## src/rtl/pipelined_inst_decoder.sv

```systemverilog
// pipelined_inst_decoder: registered decode stage with valid/ready handshake,
// load-use bubble, branch flush, halt/resume FSM and saturating perf counters.
module pipelined_inst_decoder #(
  parameter int RA_W = 3,
  parameter int CNT_W = 16,
  localparam int INST_W = 4 + 3*RA_W + 3,
  localparam int IMM_W = RA_W + 3
) (
  input  logic              clk,
  input  logic              rst_n,
  input  logic              in_valid,
  input  logic [INST_W-1:0] in_inst,
  output logic              in_ready,
  input  logic              flush,
  input  logic              resume,
  output logic              out_valid,
  input  logic              out_ready,
  output logic [RA_W-1:0]   dr,
  output logic [RA_W-1:0]   sa,
  output logic [RA_W-1:0]   sb,
  output logic [IMM_W-1:0]  imm,
  output logic [IMM_W-1:0]  off,
  output logic              mb,
  output logic              md,
  output logic              ld,
  output logic              mw,
  output logic              hlt,
  output logic [2:0]        fs,
  output logic [2:0]        bs,
  output logic              halted,
  output logic [CNT_W-1:0]  issue_cnt,
  output logic [CNT_W-1:0]  stall_cnt
);
  typedef enum logic {RUN, HALT} state_t;
  state_t state, state_d;
  logic [3:0] op;
  logic [RA_W-1:0] rs, rt, rd;
  logic [2:0] funct;
  logic [IMM_W-1:0] imm_f;
  logic [RA_W-1:0] d_dr, d_sa, d_sb;
  logic [IMM_W-1:0] d_imm, d_off;
  logic d_mb, d_md, d_ld, d_mw, d_hlt, rd_a, rd_b;
  logic [2:0] d_fs, d_bs;
  logic hazard, xfer;
  assign op = in_inst[INST_W-1 -: 4];
  assign rs = in_inst[INST_W-5 -: RA_W];
  assign rt = in_inst[INST_W-5-RA_W -: RA_W];
  assign rd = in_inst[3+RA_W-1 -: RA_W];
  assign funct = in_inst[2:0];
  assign imm_f = in_inst[IMM_W-1:0];
  always_comb begin
    d_dr = '0;
    d_sa = '0;
    d_sb = '0;
    d_imm = '0;
    d_off = '0;
    d_mb = 1'b0;
    d_md = 1'b0;
    d_ld = 1'b0;
    d_mw = 1'b0;
    d_hlt = 1'b0;
    d_fs = 3'b000;
    d_bs = 3'b100;
    rd_a = 1'b0;
    rd_b = 1'b0;
    case (op)
      4'b0010: begin
        d_dr = rt;
        d_sa = rs;
        d_imm = imm_f;
        d_mb = 1'b1;
        d_md = 1'b1;
        d_ld = 1'b1;
        rd_a = 1'b1;
      end
      4'b0100: begin
        d_sa = rs;
        d_sb = rt;
        d_imm = imm_f;
        d_mb = 1'b1;
        d_mw = 1'b1;
        rd_a = 1'b1;
        rd_b = 1'b1;
      end
      4'b0101, 4'b0110: begin
        d_dr = rt;
        d_sa = rs;
        d_imm = imm_f;
        d_mb = 1'b1;
        d_ld = 1'b1;
        d_fs = op[1] ? 3'b101 : 3'b000;
        rd_a = 1'b1;
      end
      4'b1111: begin
        d_dr = rd;
        d_sa = rs;
        d_ld = 1'b1;
        d_fs = funct;
        rd_a = 1'b1;
        rd_b = funct inside {3'b000, 3'b001, 3'b101, 3'b110};
        d_sb = rd_b ? rt : '0;
      end
      4'b1000, 4'b1001, 4'b1010, 4'b1011: begin
        d_sa = rs;
        d_fs = 3'b001;
        d_off = imm_f;
        d_bs = {1'b0, op[1:0]};
        d_mb = op[1];
        rd_a = 1'b1;
        rd_b = !op[1];
        d_sb = rd_b ? rt : '0;
      end
      default: begin
        d_hlt = funct == 3'b001;
        d_fs = funct;
      end
    endcase
  end
  // Only a held load can create a load-use hazard; r0 never does.
  assign hazard = out_valid & md & ld & (dr != '0) & ((rd_a & d_sa == dr) | (rd_b & d_sb == dr));
  assign in_ready = rst_n & (state == RUN) & !flush & !hazard & (!out_valid | out_ready);
  assign xfer = in_valid & in_ready;
  assign halted = state == HALT;
  always_comb begin
    state_d = state;
    if (state == HALT && (flush || resume)) state_d = RUN;
    else if (state == RUN && xfer && d_hlt) state_d = HALT;
  end
  always_ff @(posedge clk or negedge rst_n)
    if (!rst_n) state <= RUN;
    else state <= state_d;
  always_ff @(posedge clk or negedge rst_n)
    if (!rst_n) begin
      out_valid <= 1'b0;
      dr <= '0;
      sa <= '0;
      sb <= '0;
      imm <= '0;
      off <= '0;
      mb <= 1'b0;
      md <= 1'b0;
      ld <= 1'b0;
      mw <= 1'b0;
      hlt <= 1'b0;
      fs <= 3'b000;
      bs <= 3'b100;
    end else if (flush) begin
      out_valid <= 1'b0;
    end else if (xfer) begin
      out_valid <= 1'b1;
      dr <= d_dr;
      sa <= d_sa;
      sb <= d_sb;
      imm <= d_imm;
      off <= d_off;
      mb <= d_mb;
      md <= d_md;
      ld <= d_ld;
      mw <= d_mw;
      hlt <= d_hlt;
      fs <= d_fs;
      bs <= d_bs;
    end else if (out_ready) begin
      out_valid <= 1'b0;
    end
  always_ff @(posedge clk or negedge rst_n)
    if (!rst_n) begin
      issue_cnt <= '0;
      stall_cnt <= '0;
    end else begin
      issue_cnt <= (out_valid & out_ready & ~&issue_cnt) ? issue_cnt + 1'b1 : issue_cnt;
      stall_cnt <= (in_valid & !in_ready & state == RUN & ~&stall_cnt) ? stall_cnt + 1'b1 : stall_cnt;
    end
endmodule

```

## config.mk

```make
export PLATFORM = sky130hd
export DESIGN_NAME = pipelined_inst_decoder
export DESIGN_NICKNAME = d
export VERILOG_FILES = /design/src/rtl/pipelined_inst_decoder.sv
export SDC_FILE = /design/constraint.sdc
export NUM_CORES = 1
export LEC_CHECK = 0
export ABC_AREA = 1
export BUFFER_PORTS_ARGS = -buffer_cell sky130_fd_sc_hd__buf_2
export CORE_MARGIN = 5
export CORE_UTILIZATION = 40
export CTS_CLUSTER_DIAMETER = 200
export DETAILED_ROUTE_END_ITERATION = 10
export REMOVE_ABC_BUFFERS = 1
export SYNTH_ARGS = -nofsm -noshare
export SYNTH_HDL_FRONTEND = slang
export SYNTH_SLANG_ARGS = --single-unit
```

## constraint.sdc

```tcl
create_clock -name clk -period 3.4 [get_ports clk]
set_input_delay 0 -clock clk [delete_from_list [all_inputs] [get_ports clk]]
set_output_delay 0 -clock clk [all_outputs]
set_load 0.02 [all_outputs]
```

==> metrics.txt, run 1 <==
status=complete, no violations; library cells used by synthesis=35; Clock Skew=9.61 ps; clock network power share=around 36%; final period utilization=between 70% and 80%; layout cell share with drive strength beyond 1=a little under a quarter; Buffers on Ports=88; Gate Count Post-Synth=428; Area growth syn-to-layout=28.6%; Post-Synth XOR/XNOR Area=7.80%; # DRC=0; Vias=3,159; Final Power=2.42 mW; Rel. slew slack=43.4%; Multi-input gate area=1630 um2; initial antenna violation count=0; setup bufs post-CTS=0; Simple-Gate Fraction of Synth Area=30.8%; Net Sw Frac=32.1%; Synth top cells by count=nand2_1, dfrtp_1, inv_1, nor2_1, o21ai_1; Slew Viols, Final=0; All-Layer GR Usage=17.6%; Synth Area in Adders=0.719%; f_max=400 MHz; P_leak=2.30 nW; Initial DRT Pass Iterations=5; Worst Setup End Kind=flip-flop; Vias/cell=4.85; Reg clk slew, reported paths=70 ps; top cells by area, synth=dfrtp_1, nand2_1, xor2_1; yosys warns=0; clk sinks=66; grt ovf=0; final instance area=4480 um2; VDD IR-drop max=~0.19 mV; GP Congestion=approximately 0.84; Primary FF master, synth=dfrtp_1; Die Y=103 um; FP Rows=34; final net count=562; NetSw=0.775 mW; hold_buf cts=19; share of the synthesized area in the top cell type=46.7%; multiplexer area fraction after synthesis=0.970%; vias in the first global route=just over 3,000; part of the power in registers=41.1%; Startpoint Class=primary input; Antenna Nets Post-Route=0; 1st-iter DRT viols=99; Async S/R FF share, synth=100%; Tmin final=2500 ps; CTS tree=done; Clock Path Buffers=2; dpl hpwl=6340 um; post-synth top area cell=dfrtp_1; Crit path required time=3630 ps; average size of a mapped cell=8.14 um2; Slew @ Worst Pin=849 ps; critical path class=in2reg; Clk Tree Root Cell=clkbuf_8; CTS Buf Count=9; DP Area=between 4000 and 5000 um2; largest net degree at the start of global routing=67; Die ar.=around 11,000 um2; post-CTS sizing=0; largest family of logic cells by synthesized area=simple AND/OR/NAND/NOR gates; setup total negative slack=0 ps; H-tree depth=3; P_int=1.64 mW; core area=8590 um2; WL final=8780 um; Initial Util=40.5%; Comb pwr share=between 20% and 30%; DR WL/cell=13.5 um; first-pass GRT wire length=between 10,000 and 15,000 um; compound-cell area share of the yosys netlist=6.50%; cell with the most instances after synthesis=nand2_1; diode count=0; EDFF count, synth=0; post-synthesis register bit count=66; Worst-Skew Late Latency=340 ps; Seq/Total Area, Yosys=between 40% and 50%; Top-Level Pins=89; Register Area=1650 um2; die width=103 um; power per cell area=~540 nW/um2; Setup violations, final=0; critical path arrival=2730 ps; worst min-delay path category=in2reg; Hold Vio Cnt, Final=0; largest fanout on the critical path=22; max-cap violations=0; Cell Area, Synth=3480 um2; Fillers=839; unrepaired setup endpoints after global routing=false
worst max-delay path, cell delays in order:
cell and delay, ps:
dlygate4sd3_1 520, buf_2 140, inv_1 100, nand3_1 140
nand2_4 180, inv_2 50, nand2_2 100, nand2_1 60
nand2_1 70, nand2_2 70, nand3_2 300, buf_4 320
o31ai_1 100, dlygate4sd3_1 560
flip-flops by register name, indices dropped and copies added (netlist names):
register and count:
issue_cnt 16, stall_cnt 16, imm 6, off 6, bs 3, dr 3
fs 3, sa 3, sb 3, halted 1, hlt 1, ld 1
mb 1, md 1, mw 1, out_valid 1
power by group through the flow:
stage / logic, mW / registers, mW / clock network, mW
floorplan: 0.214 / 1.12 / 0
CTS: 0.555 / 0.994 / 0.901
detailed placement: 0.537 / 1.01 / 0
finish: 0.545 / 0.994 / 0.880
global placement: 0.533 / 1.01 / 0
global route: 0.616 / 1.01 / 0.941
cell families after synthesis:
logic type,count (synthesis)
and+or+nand+nor,236
DFF,66
buffers and inverters,48
AOI/OAI and AO/OA,42
xor gates and xnor gates,31
muxes,3
adders and majority gates,2
metrics by stage:
| step | utilization [%] | instances | setup slack, ps | hold WS (ps) |
|---|---|---|---|---|
| final | 52.1 | 651 | 899 | 34.1 |
| after global routing | 52.1 | 651 | 623 | 92.3 |
| after CTS | 52.1 | 651 | 908 | 16.6 |
| after detailed placement | 46.8 | 616 | 1390 | 216 |
| after global placement | 46.8 | 616 | 1440 | 212 |
| after floorplan | - | 416 | 1350 | -296 |
metal layers:
metal  vias up  GRT usage (%)  wire length (um)
met5         -              0                 0
met4         0           6.27               129
met3        11           3.62               511
met2        80           28.5              4030
met1      1450           23.4              4100
li1       1618              -                 -
cell usage in the layout (no fill, tap or decap), types with 2 or more instances in the layout:
cell,n
buf_4,4
clkbuf_8,9
buf_2,88
xnor2_1,13
inv_1,35
a21oi_1,3
nand2_2,4
nand2_1,134
nand2_4,2
nand3_1,15
dfrtp_1,65
o21ai_1,29
nor3_1,13
xor2_1,18
ha_1,2
mux2_2,3
nand4_1,24
o21ai_0,4
a22oi_1,3
nand3b_1,2
dlygate4sd3_1,19
bufinv_16,4
nand3_2,3
nor2_1,32
layout make-up:
cell class                 count  area share, %
timing repair buffer         111           14.7
sequential                    66           36.9
multi-input combinational    314           36.4
clock buffer                   9           2.77
clock inverter                 7           3.16
inverter                      36           3.02
tap                          108           3.02
final timing paths:
check                                  from      endpoint  slack, ps  cells after the start
worst min register to register       imm[1]        imm[1]        490                      2
worst max register to register        dr[1]     out_valid       1030                     10
worst min-delay path            in_inst[14]            md         30                      4
min in group asynchronous             rst_n  stall_cnt[7]        440                      3
max in group asynchronous             rst_n         bs[1]       2390                      3
worst max-delay path            in_inst[12]     out_valid        900                     14
No activity file was read; power rests on OpenSTA's default activity.
==> run 2: changes to the inputs <==
clock period = 2.5 ns   (was 3.4 ns; I/O delays follow)
==> run 2 against run 1 <==
Against the previous run: first-iteration DRC count is 17% lower; sequential cell count unchanged; core utilization down 0.29 points; wire length shrank 0.40%; largest power group unchanged; largest cell class unchanged; highest routed layer unchanged; critical endpoint unchanged.
==> metrics.txt, run 2 (synthesis results as in run 1) <==
WL final=8740 um (-0.40%); status=complete, no violations; final period utilization=approximately 89%; Area growth syn-to-layout=27.9%; critical path class=in2reg; placed instance count=619 (+0.49%); largest fanout on the critical path=19 (-14%); Worst Setup End Kind=flip-flop; setup bufs post-CTS=0 (unchanged); final instance area=4450 um2 (-0.56%); vias in the first global route=3,151 (+3.1%); Hold Vio Cnt, Final=0 (unchanged); reg2reg path depth=8 (-2); Tmin final=2230 ps; first-pass GRT wire length=14,800 um (+1.2%); Slew @ Worst Pin=846 ps (-3.77 ps); Vias=3,240 (+2.6%); clk sinks=66 (unchanged); Reg clk slew, reported paths=70 ps (about the same); All-Layer GR Usage=17.6% (about the same); CTS tree=done; power per cell area=693 nW/um2 (+28%); Startpoint Class=primary input; CP peak stage delay=570 ps (about the same); Top-Level Pins=89 (unchanged); Worst-Skew Late Latency=340 ps (about the same); Antenna Nets Post-Route=0 (unchanged); max-cap violations=0 (unchanged); Initial DRT Pass Iterations=4 (-1); Crit path required time=2720 ps (-910 ps); DP Area=4050 um2 (+0.56%); CTS Buf Count=9 (unchanged); setup total negative slack=0 ps (unchanged); hold path cells=4 (unchanged); initial antenna violation count=0 (unchanged); unrepaired setup endpoints after global routing=false; DR WL/cell=13.4 um (-0.86%); Worst path slowest cell=dlygate4sd3_1; P_leak=2.30 nW (-0.43%); dpl hpwl=6290 um (-0.73%); hold_buf cts=19 (unchanged); Slew Viols, Final=0 (unchanged); grt ovf=0 (unchanged); Initial Util=40.5% (unchanged); diode count=0 (unchanged); worst setup margin=272 ps (-627 ps); layout cell share with drive strength beyond 1=23.8% (+0.42 points); post-CTS sizing=0 (unchanged); commonest non-fill, non-tap cells in the layout=nand2_1, buf_2, dfrtp_1, inv_1, nor2_1; Regs by FF count=issue_cnt: 16 flops, stall_cnt: 16 flops; Vias/cell=4.95 (+2.1%); Buffers on Ports=88 (unchanged); Die ar.=10,700 um2 (unchanged); Die Y=103 um (unchanged); commonest non-fill, non-tap cell in the layout=nand2_1; DP Worst Slack=406 ps (-981 ps); largest net degree at the start of global routing=67 (unchanged); critical path arrival=2450 ps (-280 ps); Clock Skew=10.1 ps (+0.460 ps); Setup violations, final=0 (unchanged); f_max=449 MHz; Final Power=3.09 mW (+28%); H-tree depth=3 (unchanged); Rel. slew slack=43.6% (+0.25 points); VDD IR-drop max=0.330 mV (+76%); final cell count without fillers=654 (+0.46%); Clk Tree Root Cell=clkbuf_8; worst min-delay path category=in2reg; Clock Path Buffers=2 (unchanged); Cell Chain, Critical Path=dlygate4sd3_1 -> buf_2 -> inv_1 -> nand3_1 -> nand2_4 -> inv_2 -> nand2_2 -> nand2_1 -> nand2_1 -> nand2_2 -> nand3_2 -> o31ai_1 -> dlygate4sd3_1; GP Congestion=0.829 (-1.8%); core area=8590 um2 (unchanged); final net count=565 (+0.53%); die width=103 um (unchanged); # DRC=0 (unchanged); 1st-iter DRT viols=82 (-17%); FP Rows=34 (unchanged)
run 2: cell count changes in the layout (fill, tap and decap cells not counted):
cell	change
bufinv_16	-2
buf_4	+3
clkinv_2	+1
clkinvlp_4	+1
run 2: metrics by stage:
step	hold WS, ps	util, %
after floorplan	-296	-
after global placement	212	47.1
after detailed placement	227	47.1
after CTS	24.7	51.8
after global routing	72.0	51.8
final	41.0	51.8
run 2: path summary, 6_finish.rpt:
path,from,end,slack [ps]
setup / recovery,in_inst[12],out_valid,270
hold / removal,in_inst[14],md,40
setup reg to reg,stall_cnt[0],stall_cnt[1],420
hold reg to reg,sa[1],sa[1],480
max in group asynchronous,rst_n,off[2],1490
min in group asynchronous,rst_n,stall_cnt[7],420
run 2: layer usage:
metal	up-vias	GRT usage, %	part of all wire [%]
met3	11	3.89	5.4
met4	0	5.78	1.4
met1	1523	22.5	46
met2	77	29.6	48
li1	1629	-	-
met5	-	0	0
run 2: final cells by class:
| type | count | area (um2) |
|---|---|---|
| fill | 837 | 4140 |
| sequential | 66 | 1650 |
| inverter | 36 | 135 |
| clock buffer | 9 | 124 |
| timing repair buffer | 114 | 683 |
| clock inverter | 7 | 93.8 |
| tap | 108 | 135 |
| multi-input combinational | 314 | 1630 |
run 2: worst max-delay path, delay by kind of cell:
kind	cells	cell delay, ps
AO/OA/AOI/OAI	1	120
AND/OR/NAND/NOR	7	930
buffers and inverters	5	1400
run 2: report_power, final:
group          switching [mW]  internal (mW)
combinational           0.482          0.266
clock                   0.433          0.559
sequential              0.140           1.21
